### src/rtl/ex_mem_stage_if.sv
// ex_mem_stage_if: bundle of the signals between the execute stage, the
// EX/MEM pipeline register and the data-memory handshake.
//   master : EX side; drives ex_* fields, flush and mem_ready, observes mem_* outputs
//   slave  : the EX/MEM register (ex_mem_stage)
// Parameters: N = datapath width, CW = stall-cycle counter width.
interface ex_mem_stage_if #(
    parameter int unsigned N  = 64,
    parameter int unsigned CW = 32
);
    logic          ex_valid;
    logic [N-1:0]  ex_result;
    logic          ex_zero;
    logic [N-1:0]  ex_wdata;
    logic [4:0]    ex_rd;
    logic [N-1:0]  ex_target;
    logic          ex_branch;
    logic          ex_uncond;
    logic          ex_memread;
    logic          ex_memwrite;
    logic          ex_regwrite;
    logic          ex_memtoreg;
    logic          flush;
    logic          mem_ready;

    logic          mem_valid;
    logic [N-1:0]  mem_result;
    logic [N-1:0]  mem_wdata;
    logic [N-1:0]  mem_target;
    logic          mem_zero;
    logic [4:0]    mem_rd;
    logic          mem_memread;
    logic          mem_memwrite;
    logic          mem_regwrite;
    logic          mem_memtoreg;
    logic          pcsrc;
    logic          stall;
    logic [CW-1:0] stall_cycles;

    modport master (
        output ex_valid, ex_result, ex_zero, ex_wdata, ex_rd, ex_target, ex_branch,
               ex_uncond, ex_memread, ex_memwrite, ex_regwrite, ex_memtoreg, flush,
               mem_ready,
        input  mem_valid, mem_result, mem_wdata, mem_target, mem_zero, mem_rd,
               mem_memread, mem_memwrite, mem_regwrite, mem_memtoreg, pcsrc, stall,
               stall_cycles
    );

    modport slave (
        input  ex_valid, ex_result, ex_zero, ex_wdata, ex_rd, ex_target, ex_branch,
               ex_uncond, ex_memread, ex_memwrite, ex_regwrite, ex_memtoreg, flush,
               mem_ready,
        output mem_valid, mem_result, mem_wdata, mem_target, mem_zero, mem_rd,
               mem_memread, mem_memwrite, mem_regwrite, mem_memtoreg, pcsrc, stall,
               stall_cycles
    );
endinterface

### src/rtl/ex_mem_stage.sv
// ex_mem_stage: LEGv8 EX/MEM pipeline register.
// Captures the execute-stage results and MEM/WB control each cycle, resolves
// branches from the registered zero flag and holds while a data-memory access
// is outstanding, counting stalled cycles.
// Ports:
//   clk   : clock, rising edge
//   reset : asynchronous active-low reset
//   bus   : ex_mem_stage_if.slave (EX inputs, flush, mem_ready, mem_* outputs,
//           pcsrc, stall, stall_cycles)
module ex_mem_stage #(
    parameter int unsigned N  = 64,
    parameter int unsigned CW = 32
) (
    input  logic           clk,
    input  logic           reset,
    ex_mem_stage_if.slave  bus
);

    // StWait: valid instruction with a memory op; it is busy until mem_ready.
    typedef enum logic [1:0] {StEmpty, StFull, StWait} state_e;

    state_e        state_q;
    logic          flush_pend_q;
    logic [N-1:0]  result_q;
    logic [N-1:0]  wdata_q;
    logic [N-1:0]  target_q;
    logic          zero_q;
    logic [4:0]    rd_q;
    logic          branch_q;
    logic          uncond_q;
    logic          memread_q;
    logic          memwrite_q;
    logic          regwrite_q;
    logic          memtoreg_q;
    logic [CW-1:0] stall_cnt_q;

    logic valid;
    logic busy;

    assign valid = (state_q != StEmpty);
    assign busy  = (state_q == StWait) & ~bus.mem_ready;

    always_ff @(posedge clk or negedge reset) begin
        if (!reset) begin
            state_q      <= StEmpty;
            flush_pend_q <= 1'b0;
            result_q     <= '0;
            wdata_q      <= '0;
            target_q     <= '0;
            zero_q       <= 1'b0;
            rd_q         <= '0;
            branch_q     <= 1'b0;
            uncond_q     <= 1'b0;
            memread_q    <= 1'b0;
            memwrite_q   <= 1'b0;
            regwrite_q   <= 1'b0;
            memtoreg_q   <= 1'b0;
            stall_cnt_q  <= '0;
        end else begin
            if (busy && !(&stall_cnt_q)) begin
                stall_cnt_q <= stall_cnt_q + CW'(1);
            end

            if (busy) begin
                // Hold the in-flight access; remember a flush for the next capture.
                if (bus.flush) begin
                    flush_pend_q <= 1'b1;
                end
            end else if (bus.flush || flush_pend_q || !bus.ex_valid) begin
                state_q      <= StEmpty;
                flush_pend_q <= 1'b0;
                result_q     <= '0;
                wdata_q      <= '0;
                target_q     <= '0;
                zero_q       <= 1'b0;
                rd_q         <= '0;
                branch_q     <= 1'b0;
                uncond_q     <= 1'b0;
                memread_q    <= 1'b0;
                memwrite_q   <= 1'b0;
                regwrite_q   <= 1'b0;
                memtoreg_q   <= 1'b0;
            end else begin
                state_q    <= (bus.ex_memread || bus.ex_memwrite) ? StWait : StFull;
                result_q   <= bus.ex_result;
                wdata_q    <= bus.ex_wdata;
                target_q   <= bus.ex_target;
                zero_q     <= bus.ex_zero;
                rd_q       <= bus.ex_rd;
                branch_q   <= bus.ex_branch;
                uncond_q   <= bus.ex_uncond;
                memread_q  <= bus.ex_memread;
                memwrite_q <= bus.ex_memwrite;
                regwrite_q <= bus.ex_regwrite;
                memtoreg_q <= bus.ex_memtoreg;
            end
        end
    end

    assign bus.mem_valid    = valid;
    assign bus.mem_result   = result_q;
    assign bus.mem_wdata    = wdata_q;
    assign bus.mem_target   = target_q;
    assign bus.mem_zero     = zero_q;
    assign bus.mem_rd       = rd_q;
    // Control is gated by valid so a bubble can never issue a side effect.
    assign bus.mem_memread  = valid & memread_q;
    assign bus.mem_memwrite = valid & memwrite_q;
    assign bus.mem_regwrite = valid & regwrite_q;
    assign bus.mem_memtoreg = valid & memtoreg_q;
    assign bus.pcsrc        = valid & ((branch_q & zero_q) | uncond_q);
    assign bus.stall        = busy;
    assign bus.stall_cycles = stall_cnt_q;

endmodule

### src/flat_wrapper.sv
// flat-port wrapper written by rule: the top's interface ports become plain ports
module ex_mem_stage_flat 
#(
    parameter int unsigned N  = 64,
    parameter int unsigned CW = 32
)
  (clk, reset, bus_ex_valid, bus_ex_result, bus_ex_zero, bus_ex_wdata, bus_ex_rd, bus_ex_target, bus_ex_branch, bus_ex_uncond, bus_ex_memread, bus_ex_memwrite, bus_ex_regwrite, bus_ex_memtoreg, bus_flush, bus_mem_ready, bus_mem_valid, bus_mem_result, bus_mem_wdata, bus_mem_target, bus_mem_zero, bus_mem_rd, bus_mem_memread, bus_mem_memwrite, bus_mem_regwrite, bus_mem_memtoreg, bus_pcsrc, bus_stall, bus_stall_cycles);
  ex_mem_stage_if #(.N(N), .CW(CW)) bus_i ();
  input  logic clk;
  input  logic reset;
  input wire logic [$bits(bus_i.ex_valid)-1:0] bus_ex_valid;
  input wire logic [$bits(bus_i.ex_result)-1:0] bus_ex_result;
  input wire logic [$bits(bus_i.ex_zero)-1:0] bus_ex_zero;
  input wire logic [$bits(bus_i.ex_wdata)-1:0] bus_ex_wdata;
  input wire logic [$bits(bus_i.ex_rd)-1:0] bus_ex_rd;
  input wire logic [$bits(bus_i.ex_target)-1:0] bus_ex_target;
  input wire logic [$bits(bus_i.ex_branch)-1:0] bus_ex_branch;
  input wire logic [$bits(bus_i.ex_uncond)-1:0] bus_ex_uncond;
  input wire logic [$bits(bus_i.ex_memread)-1:0] bus_ex_memread;
  input wire logic [$bits(bus_i.ex_memwrite)-1:0] bus_ex_memwrite;
  input wire logic [$bits(bus_i.ex_regwrite)-1:0] bus_ex_regwrite;
  input wire logic [$bits(bus_i.ex_memtoreg)-1:0] bus_ex_memtoreg;
  input wire logic [$bits(bus_i.flush)-1:0] bus_flush;
  input wire logic [$bits(bus_i.mem_ready)-1:0] bus_mem_ready;
  output wire logic [$bits(bus_i.mem_valid)-1:0] bus_mem_valid;
  output wire logic [$bits(bus_i.mem_result)-1:0] bus_mem_result;
  output wire logic [$bits(bus_i.mem_wdata)-1:0] bus_mem_wdata;
  output wire logic [$bits(bus_i.mem_target)-1:0] bus_mem_target;
  output wire logic [$bits(bus_i.mem_zero)-1:0] bus_mem_zero;
  output wire logic [$bits(bus_i.mem_rd)-1:0] bus_mem_rd;
  output wire logic [$bits(bus_i.mem_memread)-1:0] bus_mem_memread;
  output wire logic [$bits(bus_i.mem_memwrite)-1:0] bus_mem_memwrite;
  output wire logic [$bits(bus_i.mem_regwrite)-1:0] bus_mem_regwrite;
  output wire logic [$bits(bus_i.mem_memtoreg)-1:0] bus_mem_memtoreg;
  output wire logic [$bits(bus_i.pcsrc)-1:0] bus_pcsrc;
  output wire logic [$bits(bus_i.stall)-1:0] bus_stall;
  output wire logic [$bits(bus_i.stall_cycles)-1:0] bus_stall_cycles;
  assign bus_i.ex_valid = bus_ex_valid;
  assign bus_i.ex_result = bus_ex_result;
  assign bus_i.ex_zero = bus_ex_zero;
  assign bus_i.ex_wdata = bus_ex_wdata;
  assign bus_i.ex_rd = bus_ex_rd;
  assign bus_i.ex_target = bus_ex_target;
  assign bus_i.ex_branch = bus_ex_branch;
  assign bus_i.ex_uncond = bus_ex_uncond;
  assign bus_i.ex_memread = bus_ex_memread;
  assign bus_i.ex_memwrite = bus_ex_memwrite;
  assign bus_i.ex_regwrite = bus_ex_regwrite;
  assign bus_i.ex_memtoreg = bus_ex_memtoreg;
  assign bus_i.flush = bus_flush;
  assign bus_i.mem_ready = bus_mem_ready;
  assign bus_mem_valid = bus_i.mem_valid;
  assign bus_mem_result = bus_i.mem_result;
  assign bus_mem_wdata = bus_i.mem_wdata;
  assign bus_mem_target = bus_i.mem_target;
  assign bus_mem_zero = bus_i.mem_zero;
  assign bus_mem_rd = bus_i.mem_rd;
  assign bus_mem_memread = bus_i.mem_memread;
  assign bus_mem_memwrite = bus_i.mem_memwrite;
  assign bus_mem_regwrite = bus_i.mem_regwrite;
  assign bus_mem_memtoreg = bus_i.mem_memtoreg;
  assign bus_pcsrc = bus_i.pcsrc;
  assign bus_stall = bus_i.stall;
  assign bus_stall_cycles = bus_i.stall_cycles;
  ex_mem_stage #(.N(N), .CW(CW)) u_core (.clk(clk), .reset(reset), .bus(bus_i));
endmodule
### config.mk
export PLATFORM = sky130hd
export DESIGN_NAME = ex_mem_stage_flat
export DESIGN_NICKNAME = d
export VERILOG_FILES = /design/src/rtl/ex_mem_stage_if.sv /design/src/rtl/ex_mem_stage.sv /design/src/flat_wrapper.sv
export SDC_FILE = /design/constraint.sdc
export NUM_CORES = 1
export LEC_CHECK = 0
export ABC_AREA = 1
export ABC_CLOCK_PERIOD_IN_PS = 1700
export BUFFER_PORTS_ARGS = -buffer_cell sky130_fd_sc_hd__buf_2
export CORE_AREA = 3 3 170 172
export CTS_BUF_LIST = sky130_fd_sc_hd__clkbuf_8
export DETAILED_ROUTE_END_ITERATION = 8
export DIE_AREA = 0 0 173 175
export PLACE_DENSITY = 0.76
export RECOVER_POWER = 100
export SKIP_LAST_GASP = 1
export SLEW_MARGIN = 5
export SYNTH_ARGS = -nofsm -noshare
export SYNTH_HDL_FRONTEND = slang
export SYNTH_SLANG_ARGS = --single-unit
### constraint.sdc
create_clock -name clk -period 1.7 [get_ports clk]
set_input_delay 0.34 -clock clk [delete_from_list [all_inputs] [get_ports clk]]
set_output_delay 0.34 -clock clk [all_outputs]
set_load 0.05 [all_outputs]
==> qor.yml <==
status: "finished with violations"
violations: "setup timing"
synth_nets: 1408
syn_avg_cell_area_um2: 8.427
final_util: 0.5152
yosys_most_used_dff: "dfrtp_1"
syn_inst: 1198
post-place-cells: 2032
maxSlewViolCount: 0
synth_warnings: 0
synth_top_area_cell: "dfrtp_1"
netlist_area_um2: 10100
drv_cap: 0
power_density_nw_per_um2: 1058
ir_drop_mv: 0.8545
first_pass_iters: 5
async_reset_ff_frac: 1.000
worst_slack_ns: -0.06805
path_clk_slew_ns: 0.07
area_growth_pct: 40.98
grt.overflow.total: 0
relSlewSlack: 0.5144
crit_type: "reg -> out"
finalSetupViolations: 15
worst-path-buf-inv: 2
synth_area_leaders: "dfrtp_1 59%, nand2_1 13%, inv_1 8.8%"
die_area_um2: 30280
rows: 61
clk_latency_ns: 0.53
synthTopCellsByCount: "353 x nand2_1, 239 x dfrtp_1, 237 x inv_1"
fin_cells: 2114
start_util: 0.3654
cts_tree: "done"
hpwl_um: 23600
max_stage_delay_ns: 0.41
synth_edf_count: 0
vias: 9511
ys_types: 28
grt_pass1_vias: 9814
ys_seq_elements: 239
cp_data_required_time_ns: 1.36
cts_buffer_depth: 3
die_x_um: 173
grt_pass1_wl_um: 50340
port_buffers: 445
drtAntennaViolNets: 0
worstPathMaxFanout: 6
worstMarginPinSlew_ns: 0.7283
path_delay_family: "flip-flops"
slowest_stage: "dfrtp_1"
cts_buffers: 41
final_nets: 1912
h-tree-depth: 2
viasPerCell: 4.499
finClkSkew_ns: 0.02289
hold_viol: 0
min_period_over_period: 1.040
drtIter0Drc: 550
yosysSeqAreaShare: 0.5924
wl_per_cell_um: 14.72
max_freq_mhz: 565.6
arrival_ns: 1.43
num_io_pins: 446
core_um2: 27630
synth_top_area_frac: 0.5924
grtUsageTotal: 0.2019
total_power_mw: 15.06
grt_max_degree: 67
yosysMostFrequentCell: "nand2_1"
finalWirelength_um: 31120
grt_antenna_before_repair: 3
power_leakage_nw: 8.038
gp_congestion: 0.8797
die_h_um: 175
startpoint_type: "register"
worstPathCellList: "nor2_1 > buf_6 > nor2_4 > buf_8"
rsz0062_at_grt: "yes"
cp-end-kind: "output pin"
drcViolationCount: 0
holdWs_ns: 0.05136
drive_above_1_share: 0.3533
cts_sinks: 239
min_period_ns: 1.768
root_buffer: "clkbuf_8"
worstHoldPathType: "in -> reg"
-- logic make-up after synthesis --
| family | count (synthesis) | synth area share |
|---|---|---|
| AOI/OAI and AO/OA | 213 | 0.1065 |
| and+or+nand+nor | 446 | 0.1770 |
| DFF | 239 | 0.5924 |
| buffers and inverters | 288 | 0.1134 |
| xor gates and xnor gates | 11 | 0.009542 |
| adders and majority gates | 1 | 0.001239 |
-- report_power, final --
| group | switching [mW] | total (mW) | internal (mW) |
|---|---|---|---|
| Combinational | 1.95 | 2.61 | 0.663 |
| Clock | 2.38 | 6.20 | 3.82 |
| Sequential | 0.229 | 6.24 | 6.01 |
-- registers in the layout, summed over array words and instances (netlist names) --
register / cells
u_core.memtoreg_q: 1
u_core.bus.mem_wdata: 64
u_core.bus.mem_zero: 1
u_core.branch_q: 1
u_core.memwrite_q: 1
u_core.bus.mem_target: 64
u_core.memread_q: 1
u_core.flush_pend_q: 1
u_core.bus.mem_rd: 5
u_core.uncond_q: 1
u_core.state_q: 2
u_core.bus.mem_result: 64
u_core.regwrite_q: 1
u_core.bus.stall_cycles: 32
-- path summary, 6_finish.rpt --
path                       cells after the start                                   start                                 endpoint  slack (ns)
max in group asynchronous                      3                                   reset     u_core.bus.mem_wdata[46]$_DFFE_PN0N_        0.26
setup / recovery                               4           u_core.state_q[0]$_DFFE_PN0N_                         bus_mem_memwrite       -0.07
min in group asynchronous                      2                                   reset   u_core.bus.stall_cycles[5]$_DFFE_PN0P_        0.45
hold / removal                                 3                        bus_ex_wdata[10]     u_core.bus.mem_wdata[10]$_DFFE_PN0N_        0.05
setup reg to reg                               9  u_core.bus.stall_cycles[8]$_DFFE_PN0P_  u_core.bus.stall_cycles[17]$_DFFE_PN0P_       -0.01
hold reg to reg                                2   u_core.bus.mem_result[27]$_DFFE_PN0N_    u_core.bus.mem_result[27]$_DFFE_PN0N_        0.48
-- tightest hold or removal path, delay by kind of cell --
kind / cells / cell delay [ns]
buffers and inverters: 2 / 0.12
AOI/OAI and AO/OA: 1 / 0.07
-- what timing repair did --
action	CTS	global route
pin swaps	1	1
resized for setup	21	10
hold buffers	3	0
setup endpoints to repair	8	113
setup buffers	2	0
hold endpoints to repair	37	0
-- through the flow --
step / worst slack [ns] / setup TNS, ns / area [µm²]
global placement: 0.1923 / 0 / 13250
floorplan: -0.02515 / -0.2436 / 10150
detailed placement: 0.1593 / 0 / 13250
CTS: -0.1083 / -0.7010 / 14370
finish: -0.06805 / -0.4603 / 14230
global route: -0.1346 / -9.571 / 14230
-- layer usage --
layer,track usage,wire [µm],share of wire
met5,0,21,0.00067
met4,0.06419,855,0.027
met3,0.05802,2604,0.084
met2,0.3564,15650,0.50
met1,0.2381,11990,0.39
-- cell type report --
class	instances	area [µm²]
multi-input cells	671	3004
clock inverters	21	252.7
flip-flops and latches	239	6012
well taps	378	473.0
fillers	2628	13400
repair buffers	509	2829
inverters	240	903.4
diodes	1	2.502
clock buffers	55	757.0
-- placed cells by master (no fill, tap or decap), types with 2 or more instances in the layout --
cell type      netlist  routed
clkbuf_2             0     219
buf_4                4      34
o21ai_0            171     175
o21ai_1             35      31
dfrtp_1            239     214
buf_8                0       4
clkbuf_1            10       4
nor2_1              53      50
nand3_1             19      19
inv_2                3       3
nand2_4              2       2
inv_1              237     243
nand4_1              8       8
nor2_2               1       2
dlygate4sd3_1        0       3
buf_6                1       9
buf_2               33     225
o22ai_1              5       5
nand2_1            353     353
clkinv_2             0       6
clkbuf_8             0      55
clkbuf_4             0       6
bufinv_16            0       6
buf_12               0       5
dfrtp_2              0      25
nand3b_1             3       3
xnor2_1              6       6
nor2_4               2       4
xor2_1               5       5
No activity file was read; power rests on OpenSTA's default activity.
